File: config.mk
export PLATFORM = sky130hd
export DESIGN_NAME = id_ex_stage_flat
export DESIGN_NICKNAME = d
export VERILOG_FILES = /design/src/rtl/pipeline_pkg.sv /design/src/rtl/id_ex_stage_if.sv /design/src/rtl/id_ex_stage_fwd_unit.sv /design/src/rtl/id_ex_stage.sv /design/src/flat_wrapper.sv
export SDC_FILE = /design/constraint.sdc
export NUM_CORES = 1
export LEC_CHECK = 0
export ABC_CLOCK_PERIOD_IN_PS = 2200
export BUFFER_PORTS_ARGS = -buffer_cell sky130_fd_sc_hd__buf_2
export CAP_MARGIN = 20
export CORE_MARGIN = 8
export CORE_UTILIZATION = 40
export CTS_CLUSTER_SIZE = 20
export DETAILED_ROUTE_END_ITERATION = 8
export GPL_ROUTABILITY_DRIVEN = 0
export PLACE_DENSITY = 0.68
export SETUP_SLACK_MARGIN = 0.15
export SYNTH_ARGS = -nofsm -noshare
export SYNTH_HDL_FRONTEND = slang
export SYNTH_SLANG_ARGS = --single-unit
File: constraint.sdc
create_clock -name clk -period 2.2 [get_ports clk]
set_input_delay 0.44 -clock clk [delete_from_list [all_inputs] [get_ports clk]]
set_output_delay 0.44 -clock clk [all_outputs]
set_load 0.01 [all_outputs]
File: src/rtl/pipeline_pkg.sv
// Shared pipeline types for the ID/EX stage.
// Datapath widths, ALU opcodes and the ID/EX register bundle.
package pipeline_pkg;

    localparam int WIDTH = 16;
    localparam int RA    = 3;
    localparam int OPW   = 3;

    typedef logic [WIDTH-1:0] word_t;
    typedef logic [RA-1:0]    reg_t;
    typedef logic [OPW-1:0]   op_t;

    localparam reg_t R0 = '0;

    typedef enum logic [OPW-1:0] {
        ALU_ADD = 3'b000,
        ALU_SUB = 3'b001,
        ALU_AND = 3'b010,
        ALU_ORR = 3'b011,
        ALU_XOR = 3'b100,
        ALU_NOT = 3'b101,
        ALU_MOV = 3'b110
    } aluop_e;

    typedef struct packed {
        logic  valid;
        op_t   aluop;
        reg_t  rs1;
        reg_t  rs2;
        reg_t  rd;
        logic  use_imm;
        word_t rs1_data;
        word_t rs2_data;
        word_t imm;
        logic  reg_write;
        logic  mem_read;
        logic  mem_write;
        logic  set_flags;
    } id_ex_t;

endpackage

File: src/rtl/id_ex_stage_if.sv
// ID/EX stage bus: ID inputs, forward sources and EX outputs.
// master drives the ID side, slave is the stage itself.
interface id_ex_stage_if;
    import pipeline_pkg::*;

    logic  id_valid;
    op_t   id_aluop;
    reg_t  id_rs1;
    reg_t  id_rs2;
    reg_t  id_rd;
    logic  id_use_rs1;
    logic  id_use_rs2;
    word_t id_rs1_data;
    word_t id_rs2_data;
    word_t id_imm;
    logic  id_use_imm;
    logic  id_reg_write;
    logic  id_mem_read;
    logic  id_mem_write;
    logic  id_set_flags;
    logic  flush;
    logic  hold;
    logic  exmem_reg_write;
    reg_t  exmem_rd;
    word_t exmem_result;
    logic  memwb_reg_write;
    reg_t  memwb_rd;
    word_t memwb_result;
    logic  ex_valid;
    op_t   ex_aluop;
    word_t ex_operand1;
    word_t ex_operand2;
    word_t ex_store_data;
    reg_t  ex_rd;
    logic  ex_reg_write;
    logic  ex_mem_read;
    logic  ex_mem_write;
    logic  ex_set_flags;
    logic  stall_out;

    modport master (
        output id_valid, id_aluop, id_rs1, id_rs2, id_rd,
        output id_use_rs1, id_use_rs2, id_rs1_data, id_rs2_data,
        output id_imm, id_use_imm, id_reg_write, id_mem_read,
        output id_mem_write, id_set_flags, flush, hold,
        output exmem_reg_write, exmem_rd, exmem_result,
        output memwb_reg_write, memwb_rd, memwb_result,
        input  ex_valid, ex_aluop, ex_operand1, ex_operand2,
        input  ex_store_data, ex_rd, ex_reg_write, ex_mem_read,
        input  ex_mem_write, ex_set_flags, stall_out
    );

    modport slave (
        input  id_valid, id_aluop, id_rs1, id_rs2, id_rd,
        input  id_use_rs1, id_use_rs2, id_rs1_data, id_rs2_data,
        input  id_imm, id_use_imm, id_reg_write, id_mem_read,
        input  id_mem_write, id_set_flags, flush, hold,
        input  exmem_reg_write, exmem_rd, exmem_result,
        input  memwb_reg_write, memwb_rd, memwb_result,
        output ex_valid, ex_aluop, ex_operand1, ex_operand2,
        output ex_store_data, ex_rd, ex_reg_write, ex_mem_read,
        output ex_mem_write, ex_set_flags, stall_out
    );

endinterface

File: src/rtl/id_ex_stage_fwd_unit.sv
// Per-source operand forward select.
// EX/MEM beats MEM/WB; r0 never forwards.
module fwd_unit
    import pipeline_pkg::*;
(
    input  reg_t  i_rs,
    input  word_t i_stored,
    input  logic  i_exmem_we,
    input  reg_t  i_exmem_rd,
    input  word_t i_exmem_res,
    input  logic  i_memwb_we,
    input  reg_t  i_memwb_rd,
    input  word_t i_memwb_res,
    output word_t o_data
);

    logic w_nz;

    assign w_nz = (i_rs != R0);

    // pick the youngest in-flight producer of i_rs
    always_comb begin
        o_data = i_stored;
        if (w_nz && i_exmem_we && i_exmem_rd == i_rs)
            o_data = i_exmem_res;
        else if (w_nz && i_memwb_we && i_memwb_rd == i_rs)
            o_data = i_memwb_res;
    end

endmodule

File: src/rtl/id_ex_stage.sv
// ID/EX pipeline register with forwarding and load-use detection.
// Feeds the ALU operands/op and the EX/MEM control bits.
module id_ex_stage
    import pipeline_pkg::*;
(
    input logic         clk,
    input logic         rst_n,
    id_ex_stage_if.slave bus
);

    id_ex_t r_ex;
    id_ex_t w_id;
    word_t  w_fwd1;
    word_t  w_fwd2;
    logic   w_hit1;
    logic   w_hit2;
    logic   w_load_use;

    fwd_unit u_fwd_rs1 (
        .i_rs        (r_ex.rs1),
        .i_stored    (r_ex.rs1_data),
        .i_exmem_we  (bus.exmem_reg_write),
        .i_exmem_rd  (bus.exmem_rd),
        .i_exmem_res (bus.exmem_result),
        .i_memwb_we  (bus.memwb_reg_write),
        .i_memwb_rd  (bus.memwb_rd),
        .i_memwb_res (bus.memwb_result),
        .o_data      (w_fwd1)
    );

    fwd_unit u_fwd_rs2 (
        .i_rs        (r_ex.rs2),
        .i_stored    (r_ex.rs2_data),
        .i_exmem_we  (bus.exmem_reg_write),
        .i_exmem_rd  (bus.exmem_rd),
        .i_exmem_res (bus.exmem_result),
        .i_memwb_we  (bus.memwb_reg_write),
        .i_memwb_rd  (bus.memwb_rd),
        .i_memwb_res (bus.memwb_result),
        .o_data      (w_fwd2)
    );

    // load in EX whose result the ID instruction needs right now
    always_comb begin
        w_hit1 = bus.id_use_rs1 && (bus.id_rs1 == r_ex.rd);
        w_hit2 = bus.id_use_rs2 && (bus.id_rs2 == r_ex.rd);
        w_load_use = r_ex.valid && r_ex.mem_read
                  && (r_ex.rd != R0) && bus.id_valid
                  && (w_hit1 || w_hit2);
    end

    // bundle ID fields; controls of a non-instruction are dropped
    always_comb begin
        w_id           = '0;
        w_id.valid     = bus.id_valid;
        w_id.aluop     = bus.id_aluop;
        w_id.rs1       = bus.id_rs1;
        w_id.rs2       = bus.id_rs2;
        w_id.rd        = bus.id_rd;
        w_id.use_imm   = bus.id_use_imm;
        w_id.rs1_data  = bus.id_rs1_data;
        w_id.rs2_data  = bus.id_rs2_data;
        w_id.imm       = bus.id_imm;
        w_id.reg_write = bus.id_reg_write & bus.id_valid;
        w_id.mem_read  = bus.id_mem_read  & bus.id_valid;
        w_id.mem_write = bus.id_mem_write & bus.id_valid;
        w_id.set_flags = bus.id_set_flags & bus.id_valid;
    end

    // pipeline register: hold refreshes data, flush/hazard bubble
    always_ff @(posedge clk or negedge rst_n) begin
        if (!rst_n) begin
            r_ex <= '0;
        end else if (bus.hold) begin
            r_ex.rs1_data <= w_fwd1;
            r_ex.rs2_data <= w_fwd2;
        end else if (bus.flush || w_load_use) begin
            r_ex.valid     <= 1'b0;
            r_ex.reg_write <= 1'b0;
            r_ex.mem_read  <= 1'b0;
            r_ex.mem_write <= 1'b0;
            r_ex.set_flags <= 1'b0;
        end else begin
            r_ex <= w_id;
        end
    end

    assign bus.ex_valid      = r_ex.valid;
    assign bus.ex_aluop      = r_ex.aluop;
    assign bus.ex_rd         = r_ex.rd;
    assign bus.ex_operand1   = w_fwd1;
    assign bus.ex_operand2   = r_ex.use_imm ? r_ex.imm : w_fwd2;
    assign bus.ex_store_data = w_fwd2;
    assign bus.ex_reg_write  = r_ex.valid & r_ex.reg_write;
    assign bus.ex_mem_read   = r_ex.valid & r_ex.mem_read;
    assign bus.ex_mem_write  = r_ex.valid & r_ex.mem_write;
    assign bus.ex_set_flags  = r_ex.valid & r_ex.set_flags;
    assign bus.stall_out     = bus.hold | (w_load_use & ~bus.flush);

endmodule

File: src/flat_wrapper.sv
// flat-port wrapper written by rule: the top's interface ports become plain ports
module id_ex_stage_flat import pipeline_pkg::*;
  (clk, rst_n, bus_id_valid, bus_id_aluop, bus_id_rs1, bus_id_rs2, bus_id_rd, bus_id_use_rs1, bus_id_use_rs2, bus_id_rs1_data, bus_id_rs2_data, bus_id_imm, bus_id_use_imm, bus_id_reg_write, bus_id_mem_read, bus_id_mem_write, bus_id_set_flags, bus_flush, bus_hold, bus_exmem_reg_write, bus_exmem_rd, bus_exmem_result, bus_memwb_reg_write, bus_memwb_rd, bus_memwb_result, bus_ex_valid, bus_ex_aluop, bus_ex_operand1, bus_ex_operand2, bus_ex_store_data, bus_ex_rd, bus_ex_reg_write, bus_ex_mem_read, bus_ex_mem_write, bus_ex_set_flags, bus_stall_out);
  id_ex_stage_if bus_i ();
  input logic clk;
  input logic rst_n;
  input wire logic [$bits(bus_i.id_valid)-1:0] bus_id_valid;
  input wire logic [$bits(bus_i.id_aluop)-1:0] bus_id_aluop;
  input wire logic [$bits(bus_i.id_rs1)-1:0] bus_id_rs1;
  input wire logic [$bits(bus_i.id_rs2)-1:0] bus_id_rs2;
  input wire logic [$bits(bus_i.id_rd)-1:0] bus_id_rd;
  input wire logic [$bits(bus_i.id_use_rs1)-1:0] bus_id_use_rs1;
  input wire logic [$bits(bus_i.id_use_rs2)-1:0] bus_id_use_rs2;
  input wire logic [$bits(bus_i.id_rs1_data)-1:0] bus_id_rs1_data;
  input wire logic [$bits(bus_i.id_rs2_data)-1:0] bus_id_rs2_data;
  input wire logic [$bits(bus_i.id_imm)-1:0] bus_id_imm;
  input wire logic [$bits(bus_i.id_use_imm)-1:0] bus_id_use_imm;
  input wire logic [$bits(bus_i.id_reg_write)-1:0] bus_id_reg_write;
  input wire logic [$bits(bus_i.id_mem_read)-1:0] bus_id_mem_read;
  input wire logic [$bits(bus_i.id_mem_write)-1:0] bus_id_mem_write;
  input wire logic [$bits(bus_i.id_set_flags)-1:0] bus_id_set_flags;
  input wire logic [$bits(bus_i.flush)-1:0] bus_flush;
  input wire logic [$bits(bus_i.hold)-1:0] bus_hold;
  input wire logic [$bits(bus_i.exmem_reg_write)-1:0] bus_exmem_reg_write;
  input wire logic [$bits(bus_i.exmem_rd)-1:0] bus_exmem_rd;
  input wire logic [$bits(bus_i.exmem_result)-1:0] bus_exmem_result;
  input wire logic [$bits(bus_i.memwb_reg_write)-1:0] bus_memwb_reg_write;
  input wire logic [$bits(bus_i.memwb_rd)-1:0] bus_memwb_rd;
  input wire logic [$bits(bus_i.memwb_result)-1:0] bus_memwb_result;
  output wire logic [$bits(bus_i.ex_valid)-1:0] bus_ex_valid;
  output wire logic [$bits(bus_i.ex_aluop)-1:0] bus_ex_aluop;
  output wire logic [$bits(bus_i.ex_operand1)-1:0] bus_ex_operand1;
  output wire logic [$bits(bus_i.ex_operand2)-1:0] bus_ex_operand2;
  output wire logic [$bits(bus_i.ex_store_data)-1:0] bus_ex_store_data;
  output wire logic [$bits(bus_i.ex_rd)-1:0] bus_ex_rd;
  output wire logic [$bits(bus_i.ex_reg_write)-1:0] bus_ex_reg_write;
  output wire logic [$bits(bus_i.ex_mem_read)-1:0] bus_ex_mem_read;
  output wire logic [$bits(bus_i.ex_mem_write)-1:0] bus_ex_mem_write;
  output wire logic [$bits(bus_i.ex_set_flags)-1:0] bus_ex_set_flags;
  output wire logic [$bits(bus_i.stall_out)-1:0] bus_stall_out;
  assign bus_i.id_valid = bus_id_valid;
  assign bus_i.id_aluop = bus_id_aluop;
  assign bus_i.id_rs1 = bus_id_rs1;
  assign bus_i.id_rs2 = bus_id_rs2;
  assign bus_i.id_rd = bus_id_rd;
  assign bus_i.id_use_rs1 = bus_id_use_rs1;
  assign bus_i.id_use_rs2 = bus_id_use_rs2;
  assign bus_i.id_rs1_data = bus_id_rs1_data;
  assign bus_i.id_rs2_data = bus_id_rs2_data;
  assign bus_i.id_imm = bus_id_imm;
  assign bus_i.id_use_imm = bus_id_use_imm;
  assign bus_i.id_reg_write = bus_id_reg_write;
  assign bus_i.id_mem_read = bus_id_mem_read;
  assign bus_i.id_mem_write = bus_id_mem_write;
  assign bus_i.id_set_flags = bus_id_set_flags;
  assign bus_i.flush = bus_flush;
  assign bus_i.hold = bus_hold;
  assign bus_i.exmem_reg_write = bus_exmem_reg_write;
  assign bus_i.exmem_rd = bus_exmem_rd;
  assign bus_i.exmem_result = bus_exmem_result;
  assign bus_i.memwb_reg_write = bus_memwb_reg_write;
  assign bus_i.memwb_rd = bus_memwb_rd;
  assign bus_i.memwb_result = bus_memwb_result;
  assign bus_ex_valid = bus_i.ex_valid;
  assign bus_ex_aluop = bus_i.ex_aluop;
  assign bus_ex_operand1 = bus_i.ex_operand1;
  assign bus_ex_operand2 = bus_i.ex_operand2;
  assign bus_ex_store_data = bus_i.ex_store_data;
  assign bus_ex_rd = bus_i.ex_rd;
  assign bus_ex_reg_write = bus_i.ex_reg_write;
  assign bus_ex_mem_read = bus_i.ex_mem_read;
  assign bus_ex_mem_write = bus_i.ex_mem_write;
  assign bus_ex_set_flags = bus_i.ex_set_flags;
  assign bus_stall_out = bus_i.stall_out;
  id_ex_stage u_core (.clk(clk), .rst_n(rst_n), .bus(bus_i));
endmodule
# --- Word level (Yosys, flattened, before mapping) ---
# Index checks and enable logic that the tools add are counted.
totals:
  register_bits: 66
  latchBits: 0
  mem_bits_rw: 0
  mem_bits_ro: 0
  out_inout_bits: 60
  elab_cells: 62
  n_memories: 0
classes:
  n_addsub: 0
  multipliers: 0
  n_div: 0
  n_lt_le_gt_ge: 0
  n_eq_ne: 7
  shift: 0
  mux: 9
  bitwise_logic: 13
  n_reduce_logical: 20
ops:
  columns: ["op", "count"]
  rows:
  - ["two-way mux 16 bit", 5]
  - ["two-way mux 48 bit", 1]
  - ["two-way mux 32 bit", 1]
  - ["equality test 3 bit", 6]
  - ["logical AND 1 bit", 14]
  - ["AND 1 bit", 9]
  - ["nonzero test 3 bit", 3]
  - ["two-way mux 4 bit", 1]
  - ["inverter 1 bit", 3]
  - ["logical OR 1 bit", 2]
  - ["!= test 2 bit (second input constant)", 1]
  - ["AND reduction 2 bit", 1]
  - ["two-way mux 1 bit", 1]
  - ["bitwise OR 1 bit", 1]

# --- Longest topological paths before layout ---
depth:
  ltp_word: 7
  depth_mapped: 8
  depth_no_buf: 5

# --- Hierarchy ---
# Synthesis repeated with hierarchy kept, for this count alone.
hier_totals:
  hier_cells: 586
  area_unflattened_um2: 4976.0
by_module_without_submodules:
  columns: ["module", "n_inst", "cells_per_inst", "area_each_um2"]
  rows:
  - ["id_ex_stage", 1, 410, 3759.9]
  - ["fwd_unit", 2, 88, 608.1]

# --- Worst setup path after synthesis ---
# Ideal clock, no wire load.
synth_path:
  kind: "register -> output"
  from: "register u_core.r_ex[56] (netlist bit)"
  to: "output bus_ex_operand2[0]"
  t_arrival_ns: 1.942
  t_required_ns: 1.760
  path_slack_ns: -0.182
  stages_incl_launch_ff: 8
  n_path_buf: 2
  path_cell_list: "dfrtp_1 -> or3b_1 -> a2111oi_4 -> or2_1 -> buf_6 -> buf_12 -> o31ai_2 -> o21ai_1"
synth_via:
  elab_chain_cells: 6
synth_lines:
  columns: ["element", "line", "text"]
  rows:
  - ["from (decl)", "id_ex_stage.sv:11", "id_ex_t r_ex;"]
  - ["from (signal assigned)", "id_ex_stage.sv:84", "r_ex <= w_id;"]
  - ["nonzero test 3 bit", "id_ex_stage_fwd_unit.sv:19", "assign w_nz = (i_rs != R0);"]
  - ["logical AND 1 bit (2 in a row)", "id_ex_stage_fwd_unit.sv:26", "else if (w_nz && i_memwb_we && i_memwb_rd == i_rs)"]
  - ["two-way mux 16 bit", "id_ex_stage_fwd_unit.sv:26", null]
  - ["two-way mux 16 bit (*)", "id_ex_stage_fwd_unit.sv:24", "if (w_nz && i_exmem_we && i_exmem_rd == i_rs)"]
  - ["two-way mux 16 bit (*)", "id_ex_stage.sv:92", "assign bus.ex_operand2 = r_ex.use_imm ? r_ex.imm : w_fwd2;"]
  - ["to (decl)", "flat_wrapper.sv:33", "output wire logic [$bits(bus_i.ex_operand2)-1:0] bus_ex_operand2;"]
# Mark *: on every way between the ends. The rest lies on a longest branch, timed or not.

# --- Final worst setup path ---
layout_path:
  from: "register u_core.r_ex[56] (netlist bit)"
  to: "output bus_ex_operand2[5]"
# The elaborated chain is that of the path after synthesis.

==> reports/qor.csv <==
stage;metric;value;unit
run_status;outcome;finished with violations;
run_status;violations;setup timing;
floorplanning;die_w;129;microns
sta;rsz0062_at_grt;yes;
logic_synthesis;netlist.top_cell.by_area;dfrtp_1;
logic_synthesis;ys.warnings.count;0;
global_route;grt_usage;24.3;%
critical_path;ff2ff_path_depth;6;
logic_synthesis;synth_fp_nets;729;
logic_synthesis;ys_seq_area_share;32.6;%
floorplanning;die_y;129;microns
floorplanning;ios;172;
cells_and_area;final_nets;921;
drt;first_iter_violations;534;
drt;via_per_inst;5.98;
place;portBuffers;171;
logic_synthesis;yosys-top-cells-area;dfrtp_1 (33%), o21ai_0 (6.9%), and3_1 (6.0%);
clock_network;clock_sinks;66;
floorplanning;num_rows;41;
place;hpwl;14.6;mm
critical_path;worstPathArrival;2.40;ns
drt;vias;5894;
global_route;grt_max_degree;51;
logic_synthesis;synth_top_cell_area_share;32.6;%
logic_synthesis;synth_area;0.00507;sq mm
clock_network;htreeDepth;3;
logic_synthesis;ys_types;43;
logic_synthesis;async_reset_ff_share;100;%
pwr;power;5.63;mW
cells_and_area;drive_above_1_share;47.7;%
logic_synthesis;yosys_register_bits;66;
drt;wl_per_cell;21.1;microns
drt;routed_wirelength;20.8;mm
cells_and_area;area_growth;51.3;%
critical_path;setup.worst_path.end_class;primary output;
sta;skew;0.00524;ns
critical_path;crit_fanout;8;
clock_network;cts_root_buf;clkbuf_16;
sta;hold_viol;0;
clock_network;cts_tree;done;
worst_hold_path;worstHoldPathType;input port to asynchronous set/reset pin;
pwr;vdd_drop_max;0.512;mV
sta;slew_violations;0;
logic_synthesis;synthesis.instances;617;
pwr;p_leak;3.49;nW
critical_path;crit_required;1.76;ns
global_route;antenna_found_initial;1;
global_route;grt_pass1_wl;31.7;mm
sta;min_period_over_period;129;%
floorplanning;start_util;40.5;%
drt;firstDrtPassIters;5;
global_route;overflow;0;
job;drv_cap;0;
floorplanning;dieArea;0.0165;sq mm
sta;max_freq;352;MHz
logic_synthesis;syn_area_per_cell;8.22;sq um
clock_network;numCtsBuffers;9;
critical_path;critPathKind;flop to primary output;
drt;drc;0;
global_route;grt_pass1_vias;6020;
cells_and_area;final_core_util;61.3;%
pwr;p_per_area;735;mW/mm^2
sta;worstMarginPinSlew;0.483;ns
sta;maxSlewHeadroom;67.5;%
logic_synthesis;yosys_most_used_dff;dfrtp_1;
critical_path;start_kind;flop;
sta;setup_viol;48;
clock_network;cts_buffer_depth;2;
cells_and_area;antenna_cells;0;
clock_network;path_clk_slew;0.06;ns
floorplanning;core;0.0125;sq mm
sta;setup_slack;-0.642;ns
drt;antenna_left;0;
clock_network;clk_latency;0.35;ns
logic_synthesis;synth_enable_flop_cells;0;
sta;period_needed;2.84;ns
[layer usage]
metal	up-vias	global-route usage, %	share of wire (%)
met1	2854	31.2	42
met5	-	0	0.058
met2	336	37.9	46
met3	47	7.61	9.5
met4	2	8.15	2.2
li1	2655	-	-
[flip-flops by register name, summed over array words and instances (netlist names)]
register and count:
u_core.r_ex 59, u_core.bus.ex_valid 1, u_core.bus.ex_rd 3, u_core.bus.ex_aluop 3
[layout make-up]
| class | instances | area [sq um] |
|---|---|---|
| clock buffer | 9 | 225 |
| clock inverter | 7 | 68.8 |
| tap | 172 | 215 |
| multi-input combinational | 453 | 3760 |
| inverter | 32 | 120 |
| sequential | 66 | 1650 |
| timing repair buffer | 247 | 1630 |
| fill | 1093 | 4850 |
[where the power goes]
group | leakage [nW] | total [mW] | switching, mW | internal [mW]
Sequential | 0.770 | 1.61 | 0.192 | 1.41
Clock | 0.142 | 1.47 | 0.593 | 0.874
Combinational | 2.58 | 2.56 | 1.32 | 1.24
Total | 3.49 | 5.63 | 2.11 | 3.53
[worst max-delay path: stages, from the launching register on]
cell	delay (ns)
dfrtp_2	0.43
or3b_4	0.39
a2111oi_4	0.33
buf_4	0.19
buf_6	0.12
o21ai_0	0.20
o31ai_4	0.15
o21ai_2	0.09
buf_2	0.14
[placed cells by master (no fill, tap or decap), types with 3 or more instances in the layout]
master     Yosys  routed
o31ai_4        0      10
and3_1        49      44
nand2_1       53      53
buf_4          9      58
a2111oi_1      0       6
a32o_1         4       4
buf_6          1       7
o21ai_2        1      18
and2_1         6       5
a311oi_1      16      15
dfrtp_1       66      64
nor3_1        34      33
a21boi_0      16       9
mux2_4         0      29
inv_2          0       3
o22ai_1       16      13
o22ai_2        0       3
o21ai_0       70      50
a2111oi_2      0       4
a21oi_2        0      17
a221oi_4       0      16
a21oi_1       32      15
o31ai_1        6       6
clkbuf_16      0      12
xnor2_1       11      11
buf_12         1       8
buf_2          4     169
a21boi_1       0       7
and3_4         0       5
clkinv_2       0       3
nand2b_1      34      34
a2111oi_0     16       6
inv_1         32      29
o21ai_1       10      12
[Yosys cell counts, types with 2 or more instances]
cell       instances
a2111oi_0         16
or3b_1             2
xor2_1             4
a32o_1             4
nand2b_1          34
a21oi_1           32
nand3_1            2
o21ai_0           70
mux2_2            14
buf_4              9
inv_1             32
a21boi_0          16
and3_1            49
o21ai_1           10
mux2_1            15
clkbuf_1          52
or2_1              2
a311oi_1          16
xnor2_1           11
nor3_1            34
buf_2              4
and4_1             2
dfrtp_1           66
o31ai_1            6
nand2_1           53
and2_1             6
o22ai_1           16
o31ai_2           10
a221oi_1          16
[stage by stage]
step	cells	setup TNS [ns]	cell area [sq um]	hold WS, ns	setup slack (ns)
after global placement	949	-19.33	6780	0.418	-0.491
after floorplan	617	-5.21	5540	0.144	-0.181
after CTS	975	-26.07	7330	0.0408	-0.602
final	986	-26.73	7670	0.0366	-0.642
after global routing	986	-30.28	7670	0.0640	-0.713
after detailed placement	949	-20.95	6780	0.415	-0.516
[cells by family (layout without fill, tap and decap cells)]
logic type      after synthesis  count (layout)  synth area share [%]
compound gates              221             222                  29.8
xor+xnor                     15              15                  2.59
buf+inv                      99             295                  8.56
flops                        66              66                  32.6
mux                          29              29                  6.44
simple gates                187             187                  20.1
[what timing repair did]
action                     CTS  global route
setup buffers                9             5
resized for setup           42            63
gates cloned                 1             6
pin swaps                    6            27
setup endpoints to repair   98           107
hold buffers                 0             0
[worst paths after layout]
kind | from | slack, ns | endpoint
worst max-delay path | u_core.r_ex[56] | -0.64 | bus_ex_operand2[5]
worst min-delay path | rst_n | 0.04 | u_core.r_ex[48]
worst max register to register | u_core.r_ex[59] | 0.08 | u_core.r_ex[40]
worst min register to register | u_core.r_ex[1] | 0.49 | u_core.r_ex[1]
max in group asynchronous | rst_n | 1.51 | u_core.bus.ex_rd[1]
min in group clk | bus_id_imm[6] | 0.32 | u_core.r_ex[10]
Power figures use the tool's default switching activity.
